<file path="src/rtl/cv32e40px_x_disp_mo.sv">
// cv32e40px_x_disp_mo
//   X-interface dispatcher for the ID stage. Keeps up to MAX_OUTSTANDING
//   offloaded instructions in flight and matches out-of-order results by ID.
//   Owns the register scoreboard, the in-flight table, ID allocation, commit
//   sequencing (including deferred commit of speculative issues) and the
//   offload stall towards the core.
//
//   Ports:
//     clk_i, rst_ni            clock, synchronous active-low reset
//     instr_valid_i ...        ID-stage instruction info (offload, speculative,
//                              sources, destination, id_ready_i)
//     resolve_valid/kill_i     branch resolution for a deferred commit
//     x_issue_*                issue request / response
//     x_commit_*               commit strobe, ID and kill
//     x_result_*               result return, write-back enable, miss error
//     x_stall_o                stall ID while an offload waits to issue
//     x_illegal_insn_o         offload rejected by the coprocessor
//     outstanding_o            number of valid in-flight entries
//
//   Optional feature: define CV32E40PX_X_DISP_TIMEOUT_EN to add a per-entry
//   age watchdog that force-frees an entry after TIMEOUT_CYCLES.
module cv32e40px_x_disp_mo #(
  parameter int X_ID_WIDTH      = 4,
  parameter int MAX_OUTSTANDING = 4,
  parameter int X_NUM_RS        = 3,
  parameter int TIMEOUT_CYCLES  = 1024
) (
  input  logic                                   clk_i,
  input  logic                                   rst_ni,
  input  logic                                   instr_valid_i,
  input  logic                                   x_offload_i,
  input  logic                                   speculative_i,
  input  logic                                   resolve_valid_i,
  input  logic                                   resolve_kill_i,
  input  logic                                   id_ready_i,
  input  logic [X_NUM_RS*5-1:0]                  x_rs_addr_i,
  input  logic [X_NUM_RS-1:0]                    regs_used_i,
  input  logic [4:0]                             waddr_id_i,
  output logic                                   x_issue_valid_o,
  input  logic                                   x_issue_ready_i,
  input  logic                                   x_issue_resp_accept_i,
  input  logic                                   x_issue_resp_writeback_i,
  output logic [X_ID_WIDTH-1:0]                  x_issue_req_id_o,
  output logic [X_NUM_RS-1:0]                    x_issue_req_rs_valid_o,
  output logic                                   x_commit_valid_o,
  output logic [X_ID_WIDTH-1:0]                  x_commit_id_o,
  output logic                                   x_commit_kill_o,
  input  logic                                   x_result_valid_i,
  output logic                                   x_result_ready_o,
  input  logic [X_ID_WIDTH-1:0]                  x_result_id_i,
  input  logic                                   x_result_we_i,
  output logic                                   x_result_wb_en_o,
  output logic                                   x_result_err_o,
  output logic                                   x_stall_o,
  output logic                                   x_illegal_insn_o,
  output logic [$clog2(MAX_OUTSTANDING+1)-1:0]   outstanding_o
);

  localparam int CNT_W = $clog2(MAX_OUTSTANDING + 1);
  localparam int IDX_W = (MAX_OUTSTANDING > 1) ? $clog2(MAX_OUTSTANDING) : 1;

  logic [MAX_OUTSTANDING-1:0] tbl_valid_q, tbl_valid_d;
  logic [MAX_OUTSTANDING-1:0] tbl_we_q, tbl_we_d;
  logic [MAX_OUTSTANDING-1:0] tbl_committed_q, tbl_committed_d;
  logic [MAX_OUTSTANDING-1:0] tbl_killed_q, tbl_killed_d;
  logic [X_ID_WIDTH-1:0]      tbl_id_q [MAX_OUTSTANDING];
  logic [X_ID_WIDTH-1:0]      tbl_id_d [MAX_OUTSTANDING];
  logic [4:0]                 tbl_rd_q [MAX_OUTSTANDING];
  logic [4:0]                 tbl_rd_d [MAX_OUTSTANDING];
  logic [31:0]                scoreboard_q, scoreboard_d;
  logic [X_ID_WIDTH-1:0]      next_id_q, next_id_d;
  logic                       commit_pending_q, commit_pending_d;
  logic [X_ID_WIDTH-1:0]      pending_id_q, pending_id_d;
  logic [IDX_W-1:0]           pending_slot_q, pending_slot_d;
  logic                       offloaded_q, offloaded_d;

  logic                       hit, id_busy, free_found, hazard, res_hit;
  logic [IDX_W-1:0]           hit_idx, alloc_idx, commit_slot;
  logic                       offload_req, handshake, accepted;
  logic                       commit_mark, pend_set;
  logic [MAX_OUTSTANDING-1:0] expire, expire_eff;
  logic [CNT_W-1:0]           count;
  logic                       unused_committed;

  // committed is carried for debug visibility; no logic consumes it
  assign unused_committed = ^tbl_committed_q;

  // Table lookups: result match, wrap collision on the next ID, lowest free slot
  always_comb begin
    hit        = 1'b0;
    hit_idx    = '0;
    id_busy    = 1'b0;
    free_found = 1'b0;
    alloc_idx  = '0;
    for (int i = 0; i < MAX_OUTSTANDING; i++) begin
      if (tbl_valid_q[i] && (tbl_id_q[i] == x_result_id_i) && !hit) begin
        hit     = 1'b1;
        hit_idx = IDX_W'(i);
      end
      if (tbl_valid_q[i] && (tbl_id_q[i] == next_id_q)) id_busy = 1'b1;
      if (!tbl_valid_q[i] && !free_found) begin
        free_found = 1'b1;
        alloc_idx  = IDX_W'(i);
      end
    end
  end

  // RAW on used sources and WAW on a nonzero destination
  always_comb begin
    hazard                 = (waddr_id_i != 5'd0) && scoreboard_q[waddr_id_i];
    x_issue_req_rs_valid_o = '0;
    for (int i = 0; i < X_NUM_RS; i++) begin
      if (regs_used_i[i] && scoreboard_q[x_rs_addr_i[i*5 +: 5]]) hazard = 1'b1;
      x_issue_req_rs_valid_o[i] = instr_valid_i & x_offload_i & ~scoreboard_q[x_rs_addr_i[i*5 +: 5]];
    end
  end

  assign offload_req      = instr_valid_i & x_offload_i & ~offloaded_q;
  assign x_issue_valid_o  = offload_req & free_found & ~id_busy & ~commit_pending_q & ~hazard;
  assign handshake        = x_issue_valid_o & x_issue_ready_i;
  assign accepted         = handshake & x_issue_resp_accept_i;
  assign x_illegal_insn_o = handshake & ~x_issue_resp_accept_i;
  assign x_stall_o        = offload_req & ~handshake;
  assign x_issue_req_id_o = next_id_q;
  assign x_result_ready_o = 1'b1;
  assign res_hit          = x_result_valid_i & hit;
  assign x_result_wb_en_o = res_hit & x_result_we_i & ~tbl_killed_q[hit_idx];
  assign x_result_err_o   = (x_result_valid_i & ~hit) | (|expire_eff);

  // A pending resolve cannot coincide with a new handshake because pending blocks issue
  always_comb begin
    x_commit_valid_o = 1'b0;
    x_commit_id_o    = '0;
    x_commit_kill_o  = 1'b0;
    commit_mark      = 1'b0;
    commit_slot      = alloc_idx;
    pend_set         = 1'b0;
    if (commit_pending_q && resolve_valid_i) begin
      x_commit_valid_o = 1'b1;
      x_commit_id_o    = pending_id_q;
      x_commit_kill_o  = resolve_kill_i;
      commit_mark      = 1'b1;
      commit_slot      = pending_slot_q;
    end else if (accepted) begin
      if (!speculative_i || resolve_valid_i) begin
        x_commit_valid_o = 1'b1;
        x_commit_id_o    = next_id_q;
        x_commit_kill_o  = speculative_i & resolve_kill_i;
        commit_mark      = 1'b1;
      end else begin
        pend_set = 1'b1;
      end
    end
  end

  // Result hit wins over a watchdog expiry on the same slot
  always_comb begin
    for (int i = 0; i < MAX_OUTSTANDING; i++)
      expire_eff[i] = expire[i] & ~(res_hit & (hit_idx == IDX_W'(i)));
  end

  always_comb begin
    count = '0;
    for (int i = 0; i < MAX_OUTSTANDING; i++) count = count + CNT_W'(tbl_valid_q[i]);
  end
  assign outstanding_o = count;

  // Next state: free on result/expiry, allocate, then commit/kill effects
  always_comb begin
    tbl_valid_d      = tbl_valid_q;
    tbl_we_d         = tbl_we_q;
    tbl_committed_d  = tbl_committed_q;
    tbl_killed_d     = tbl_killed_q;
    tbl_id_d         = tbl_id_q;
    tbl_rd_d         = tbl_rd_q;
    scoreboard_d     = scoreboard_q;
    next_id_d        = next_id_q;
    commit_pending_d = commit_pending_q;
    pending_id_d     = pending_id_q;
    pending_slot_d   = pending_slot_q;
    offloaded_d      = id_ready_i ? 1'b0 : (accepted | offloaded_q);

    if (res_hit) begin
      tbl_valid_d[hit_idx] = 1'b0;
      if (tbl_we_q[hit_idx] && !tbl_killed_q[hit_idx]) scoreboard_d[tbl_rd_q[hit_idx]] = 1'b0;
    end
    for (int i = 0; i < MAX_OUTSTANDING; i++) begin
      if (expire_eff[i]) begin
        tbl_valid_d[i] = 1'b0;
        if (tbl_we_q[i] && !tbl_killed_q[i]) scoreboard_d[tbl_rd_q[i]] = 1'b0;
      end
    end
    if (accepted) begin
      tbl_valid_d[alloc_idx]     = 1'b1;
      tbl_id_d[alloc_idx]        = next_id_q;
      tbl_rd_d[alloc_idx]        = waddr_id_i;
      tbl_we_d[alloc_idx]        = x_issue_resp_writeback_i;
      tbl_committed_d[alloc_idx] = 1'b0;
      tbl_killed_d[alloc_idx]    = 1'b0;
      if (x_issue_resp_writeback_i) scoreboard_d[waddr_id_i] = 1'b1;
    end
    if (handshake) next_id_d = next_id_q + 1'b1;
    // an entry already freed by its result this cycle is left alone
    if (commit_mark && tbl_valid_d[commit_slot]) begin
      tbl_committed_d[commit_slot] = 1'b1;
      if (x_commit_kill_o) begin
        tbl_killed_d[commit_slot] = 1'b1;
        if (tbl_we_d[commit_slot]) scoreboard_d[tbl_rd_d[commit_slot]] = 1'b0;
      end
    end
    if (commit_pending_q && resolve_valid_i) begin
      commit_pending_d = 1'b0;
    end else if (pend_set) begin
      commit_pending_d = 1'b1;
      pending_id_d     = next_id_q;
      pending_slot_d   = alloc_idx;
    end
    scoreboard_d[0] = 1'b0;
  end

`ifdef CV32E40PX_X_DISP_TIMEOUT_EN
  localparam int AGE_W = $clog2(TIMEOUT_CYCLES + 1);
  logic [AGE_W-1:0] age_q [MAX_OUTSTANDING];
  logic [AGE_W-1:0] age_d [MAX_OUTSTANDING];

  // Age counts valid cycles; a free slot sits at zero so allocation restarts it
  always_comb begin
    for (int i = 0; i < MAX_OUTSTANDING; i++) begin
      expire[i] = tbl_valid_q[i] && (age_q[i] == AGE_W'(TIMEOUT_CYCLES));
      if (!tbl_valid_q[i])  age_d[i] = '0;
      else if (!expire[i])  age_d[i] = age_q[i] + 1'b1;
      else                  age_d[i] = age_q[i];
    end
  end

  always_ff @(posedge clk_i) begin
    for (int i = 0; i < MAX_OUTSTANDING; i++) age_q[i] <= rst_ni ? age_d[i] : '0;
  end
`else
  logic unused_timeout;
  assign unused_timeout = ^TIMEOUT_CYCLES;
  assign expire         = '0;
`endif

  always_ff @(posedge clk_i) begin
    if (!rst_ni) begin
      tbl_valid_q      <= '0;
      tbl_we_q         <= '0;
      tbl_committed_q  <= '0;
      tbl_killed_q     <= '0;
      for (int i = 0; i < MAX_OUTSTANDING; i++) begin
        tbl_id_q[i] <= '0;
        tbl_rd_q[i] <= '0;
      end
      scoreboard_q     <= '0;
      next_id_q        <= '0;
      commit_pending_q <= 1'b0;
      pending_id_q     <= '0;
      pending_slot_q   <= '0;
      offloaded_q      <= 1'b0;
    end else begin
      tbl_valid_q      <= tbl_valid_d;
      tbl_we_q         <= tbl_we_d;
      tbl_committed_q  <= tbl_committed_d;
      tbl_killed_q     <= tbl_killed_d;
      tbl_id_q         <= tbl_id_d;
      tbl_rd_q         <= tbl_rd_d;
      scoreboard_q     <= scoreboard_d;
      next_id_q        <= next_id_d;
      commit_pending_q <= commit_pending_d;
      pending_id_q     <= pending_id_d;
      pending_slot_q   <= pending_slot_d;
      offloaded_q      <= offloaded_d;
    end
  end

endmodule
</file>
<file path="config.mk">
export PLATFORM = sky130hd
export DESIGN_NAME = cv32e40px_x_disp_mo
export DESIGN_NICKNAME = d
export VERILOG_FILES = /design/src/rtl/cv32e40px_x_disp_mo.sv
export SDC_FILE = /design/constraint.sdc
export NUM_CORES = 1
export LEC_CHECK = 0
export CELL_PAD_IN_SITES_DETAIL_PLACEMENT = 1
export CELL_PAD_IN_SITES_GLOBAL_PLACEMENT = 1
export CORE_MARGIN = 5
export CORE_UTILIZATION = 49
export DETAILED_ROUTE_END_ITERATION = 10
export DONT_BUFFER_PORTS = 1
export PLACE_DENSITY = 0.89
export SETUP_SLACK_MARGIN = 0.4
export SLEW_MARGIN = 20
export SYNTH_ARGS = -nofsm -noshare
export SYNTH_HDL_FRONTEND = slang
export SYNTH_SLANG_ARGS = --single-unit
</file>
<file path="constraint.sdc">
create_clock -name clk_i -period 4.43 [get_ports clk_i]
set_input_delay 0.6645 -clock clk_i [delete_from_list [all_inputs] [get_ports clk_i]]
set_output_delay 0.6645 -clock clk_i [all_outputs]
set_load 0.03 [all_outputs]
</file>
==> results_dict.tcl, run 1 <==
set metrics [dict create \
    ir_drop_mv 0.258 \
    worstPathRequired_ps 4690 \
    cts.htree.levels 3 \
    rsz0062_at_grt "false" \
    final_hold_viol_count 0 \
    end_kind "flop" \
    portBuffers 0 \
    dp_hpwl_um 19100 \
    die_y_um 128 \
    finClkSkew_ps 12.7 \
    initial_core_util_pct 49.6 \
    cts-buffers-inserted 9 \
    grt_usage_pct 31.2 \
    ff2ff_path_depth 10 \
    grt_pass1_vias 7158 \
    antenna_found_initial 0 \
    cp-start-kind "flop" \
    vias 6842 \
    drv_slew 0 \
    netlist_instances 841 \
    detail-route-antenna-nets 0 \
    rows 43 \
    synth_nets 887 \
    gp_congestion 0.957 \
    synth_edf_count 0 \
    grt_overflow_total 0 \
    worst_slew_pin_slew_ps 1160 \
    final.setup.tns_ps 0 \
    worst_hold_path.num_cells 1 \
    fmax_ghz 0.260 \
    fin_nets 875 \
    mostFrequentLayoutCell "nand2_1" \
    die_w_um 128 \
    yosys_register_bits 91 \
    final_cell_mix "nand2_1, dfxtp_1, mux2i_1" \
    critical_path_class "flop to flop" \
    grt_pass1_wl_um 39800 \
    period_needed_ps 3850 \
    slew_headroom_pct 22.0 \
    drive_gt1_share_pct 12.9 \
    drtPass1Iterations 5 \
    setup_viol 0 \
    hold_class "primary input to flop" \
    multi_input_area_um2 4750 \
    seq_area_um2 1820 \
    die_area_um2 16400 \
    cts_max_path_buffers 2 \
    syn_area_per_cell_um2 8.12 \
    fill_cells 1682 \
    wirelength_um 25800 \
    clkSinkCount 91 \
    cts_tree "done" \
    synth.cell_area_um2 6830 \
    synth_flop_cell "dfxtp_1" \
    drt_iter0_markers 569 \
    power.leakage_nw 2.60 \
    p_per_area_nw_per_um2 245 \
    synth_seq_area_share_pct 26.7 \
    ys_async_sr_fraction_pct 0 \
    path_max_fanout 8 \
    clk-insertion-delay-late_ps 370 \
    maxCapViolations 0 \
    wl_per_cell_um 25.5 \
    whs_ps 363 \
    syn_to_final_growth_pct 8.55 \
    clk_pin_slew_ps 70 \
    outcome "finished clean" \
    min_period_over_period_pct 86.8 \
    antennaDiodeCount 0 \
    io_pins 62 \
    yosys_warnings 0 \
    crit_arrival_ps 4110 \
    fp.coreArea_um2 13800 \
    ctsRootBufferMaster "clkbuf_16" \
    drc_errors 0 \
    vias_per_cell 6.75 \
    grt_max_degree 51 \
    ys_types 79 \
    fin_total_pwr_mw 1.81 \
]
## cells by family after synthesis
group / count (synthesis) / share of synthesized area [%]
compound gates: 187 / 19.5
mux: 97 / 15.8
xor+xnor: 34 / 4.36
simple gates: 357 / 28.2
buf+inv: 68 / 4.27
fa+ha+maj: 6 / 1.21
flops: 91 / 26.7
other cells: 1 / 0.0549
## layout make-up
class / instances / area share [%]
multi-input combinational: 682 / 64.1
sequential: 91 / 24.6
timing repair buffer: 31 / 3.48
clock buffer: 11 / 3.27
tap: 180 / 3.04
clock inverter: 5 / 0.827
inverter: 14 / 0.709
## synth_stat cells, types with 9 or more instances
cell	instances	area share (%)
nand3_1	30	2.2
and2_1	17	1.6
mux2_2	14	2.3
nor3_1	10	0.73
nor2b_1	18	1.6
a221oi_1	17	2.2
nand2b_1	12	1.1
and3_1	9	0.82
nor2_1	65	3.6
dfxtp_1	91	27
a22oi_1	19	2.1
a21oi_1	48	3.5
nand4_1	10	0.92
o21ai_0	38	2.8
inv_1	13	0.71
xor2_1	20	2.6
nand2_1	126	6.9
mux2i_1	75	11
xnor2_1	14	1.8
clkbuf_1	35	1.9
## final timing paths
check	startpoint	to	slack, ps
worst min-delay path	id_ready_i	offloaded_q	360
worst min register to register	pending_id_q[0]	pending_id_q[0]	470
worst max-delay path	scoreboard_q[1]	scoreboard_q[15]	580
worst max register to register	scoreboard_q[1]	scoreboard_q[15]	580
## registers in the layout, indices dropped and copies added, names as in the netlist
signal,flops
commit_pending_q,1
offloaded_q,1
pending_id_q,4
pending_slot_q,2
scoreboard_q,31
tbl_id_q,16
tbl_killed_q,4
tbl_rd_q,20
tbl_valid_q,4
tbl_we_q,4
x_issue_req_id_o,4
## metrics by stage
step,cell area (um^2),cells,worst slack (ps),util [%]
floorplan,6840,841,401,-
CTS,7400,1014,554,53.7
global placement,7100,998,408,51.5
global route,7420,1014,421,53.8
finish,7420,1014,583,53.8
detailed placement,7100,998,294,51.5
## power by group
group / total, mW / switching (mW) / internal (mW)
logic: 0.170 / 0.105 / 0.0648
registers: 0.825 / 0.00475 / 0.820
clock network: 0.820 / 0.363 / 0.457
## worst max-delay path, cell delays in order, from the launching register on
cell and delay, ps:
dfxtp_1 410, mux2_4 320, a221oi_2 220, a311oi_1 120, o41ai_4 460, nand4_4 250, or3_1 600, mux2i_1 270
nand4_2 300, and4bb_1 460, a221oi_2 330
## metal layers
metal	global-route usage, %	part of all wire, %
met1	37.9	39
met2	53.0	50
met3	6.46	7.3
met4	13.9	4.2
met5	0	0
## what timing repair did
action	4_1_cts	5_1_grt
endpoints found under the setup margin	0	15
hold buffers	0	0
buffers inserted	0	0
resized for setup	0	4
(Power assumes the default switching activity.)
==> run 2, diff against run 1 <==
- CORE_UTILIZATION: 49 -> 50
- CTS_BUF_LIST: default -> sky130_fd_sc_hd__clkbuf_8
- PLACE_DENSITY: 0.89 -> 0.91
==> run 2 against run 1 <==
Effect of this change: hold slack worse by 21 ps; core utilization up 2.0 points; total power down 10%; cell count up 0.59%; critical path type unchanged; critical endpoint is now scoreboard_q[19]; highest routed layer unchanged.
==> results_dict.tcl, run 2 (synthesized netlist as in run 1, its figures left out) <==
set metrics [dict create \
    outcome "finished clean" \
    worstPathRequired_ps 4730 \
    pre_cts_slack_ps 213 \
    grt_overflow_total 0 \
    rows 42 \
    rsz0062_at_grt "false" \
    top_register "scoreboard_q" \
    io_pins 62 \
    ir_drop_mv 0.181 \
    vias_per_cell 6.95 \
    gp_congestion 0.986 \
    final.setup.tns_ps 0 \
    vias 7091 \
    cts_max_path_buffers 2 \
    drtPass1Iterations 5 \
    die_area_um2 16100 \
    fp.coreArea_um2 13300 \
    cts.htree.levels 3 \
    grt_pass1_wl_um 40800 \
    die_w_um 127 \
    swShare_pct 26.6 \
    mostFrequentLayoutCell "nand2_1" \
    power.leakage_nw 2.62 \
    wirelength_um 26700 \
    setup_viol 0 \
    hold_class "primary input to flop" \
    clkSinkCount 91 \
    period_needed_ps 3860 \
    grt_max_degree 55 \
    antenna_found_initial 0 \
    drc_errors 0 \
    worst_hold_path.num_cells 1 \
    drt_iter0_markers 626 \
    final_cell_mix "nand2_1, dfxtp_1, mux2i_1" \
    path_max_fanout 18 \
    portBuffers 0 \
    syn_to_final_growth_pct 8.70 \
    pwr-share-comb_pct 10.7 \
    wl_met3_um 1870 \
    intPower_mw 1.20 \
    cts-buffers-inserted 9 \
    maxCapViolations 0 \
    pwr-share-seq_pct 50.5 \
    min_period_over_period_pct 87.0 \
    antennaDiodeCount 0 \
    cts_tree "done" \
    detail-route-antenna-nets 0 \
    fmax_ghz 0.259 \
    grt_pass1_vias 7375 \
    worst_slew_pin_slew_ps 1040 \
    clk-insertion-delay-late_ps 390 \
    drive_gt1_share_pct 14.1 \
    clockPowerShare_pct 38.8 \
    final_hold_viol_count 0 \
    clk_pin_slew_ps 100 \
    met2RoutedLength_um 13200 \
    end_kind "flop" \
    finClkSkew_ps 19.6 \
    wl_per_cell_um 26.2 \
    top_regs "scoreboard_q x31, tbl_rd_q x20, tbl_id_q x16" \
    critical_path_class "flop to flop" \
    cts_hold_buffers 0 \
    largest_reg_flops 31 \
    cp-start-kind "flop" \
    die_y_um 127 \
    ff2ff_path_depth 12 \
    setup_slack_ps 574 \
    slew_headroom_pct 30.1 \
    grt_usage_pct 31.9 \
    p_per_area_nw_per_um2 220 \
    fin_nets 886 \
    dp_hpwl_um 18900 \
    top_layer "met4" \
    crit_arrival_ps 4150 \
    net-switching-power_uw 435 \
    ctsRootBufferMaster "clkbuf_8" \
    drv_slew 0 \
    wl_met1_um 10200 \
    initial_core_util_pct 51.4 \
]
-- run 2: cell count changes in the layout (fill, tap and decap cells not counted), moves of 3 or more --
cell,change
nand4_2,-3
clkbuf_8,+8
clkbuf_16,-9
buf_4,+12
nand4_4,+3
-- run 2: path summary, 6_finish.rpt --
check	end	from	slack, ps
hold / removal	offloaded_q	id_ready_i	340
setup reg to reg	scoreboard_q[19]	scoreboard_q[1]	570
setup / recovery	scoreboard_q[19]	scoreboard_q[1]	570
hold reg to reg	pending_id_q[2]	pending_id_q[2]	470
-- run 2: power by group through the flow --
stage,Sequential [mW],Combinational [mW],Clock [mW]
finish,0.825,0.175,0.633
global route,0.825,0.185,0.675
CTS,0.825,0.168,0.631
detailed placement,0.844,0.165,0
global placement,0.843,0.159,0
floorplan,0.842,0.150,0
-- run 2: metrics by stage --
| stage | std cells | hold WS, ps | utilization, % | area [um^2] | total power, mW |
|---|---|---|---|---|---|
| after floorplan | 841 | 432 | - | 6840 | 0.992 |
| after global placement | 1001 | 443 | 53.5 | 7110 | 1.00 |
| after detailed placement | 1001 | 455 | 53.5 | 7110 | 1.01 |
| after CTS | 1016 | 333 | 55.1 | 7320 | 1.62 |
| after global routing | 1020 | 324 | 55.9 | 7430 | 1.69 |
| final | 1020 | 342 | 55.9 | 7430 | 1.63 |
-- run 2: repair_timing --
action / 4_1_cts / 5_1_grt
endpoints found under the setup margin: 0 / 22
buffers inserted: 0 / 4
resized for setup: 0 / 12
-- run 2: metal layers --
layer / track usage [%] / vias to the layer above
met5: 0 / -
met4: 17.6 / 0
met3: 5.17 / 123
met2: 54.5 / 394
met1: 38.1 / 3494
li1: - / 3080
-- run 2: cell type report --
type,count,area [um^2]
timing repair buffer,42,319
inverter,14,52.6
fill,1614,5870
multi-input combinational,682,4800
sequential,91,1820
tap,176,220
clock buffer,9,124
clock inverter,6,83.8
-- run 2: critical path: stages, from the launching register on --
cell      delay (ps)
dfxtp_1          420
mux2_4           310
a221oi_2         230
a311oi_1         120
o41ai_4          490
nand4_4          260
or3_1            400
buf_4            230
mux2i_1          310
nand4_4          240
and4bb_1         270
buf_4            180
a311oi_2         280
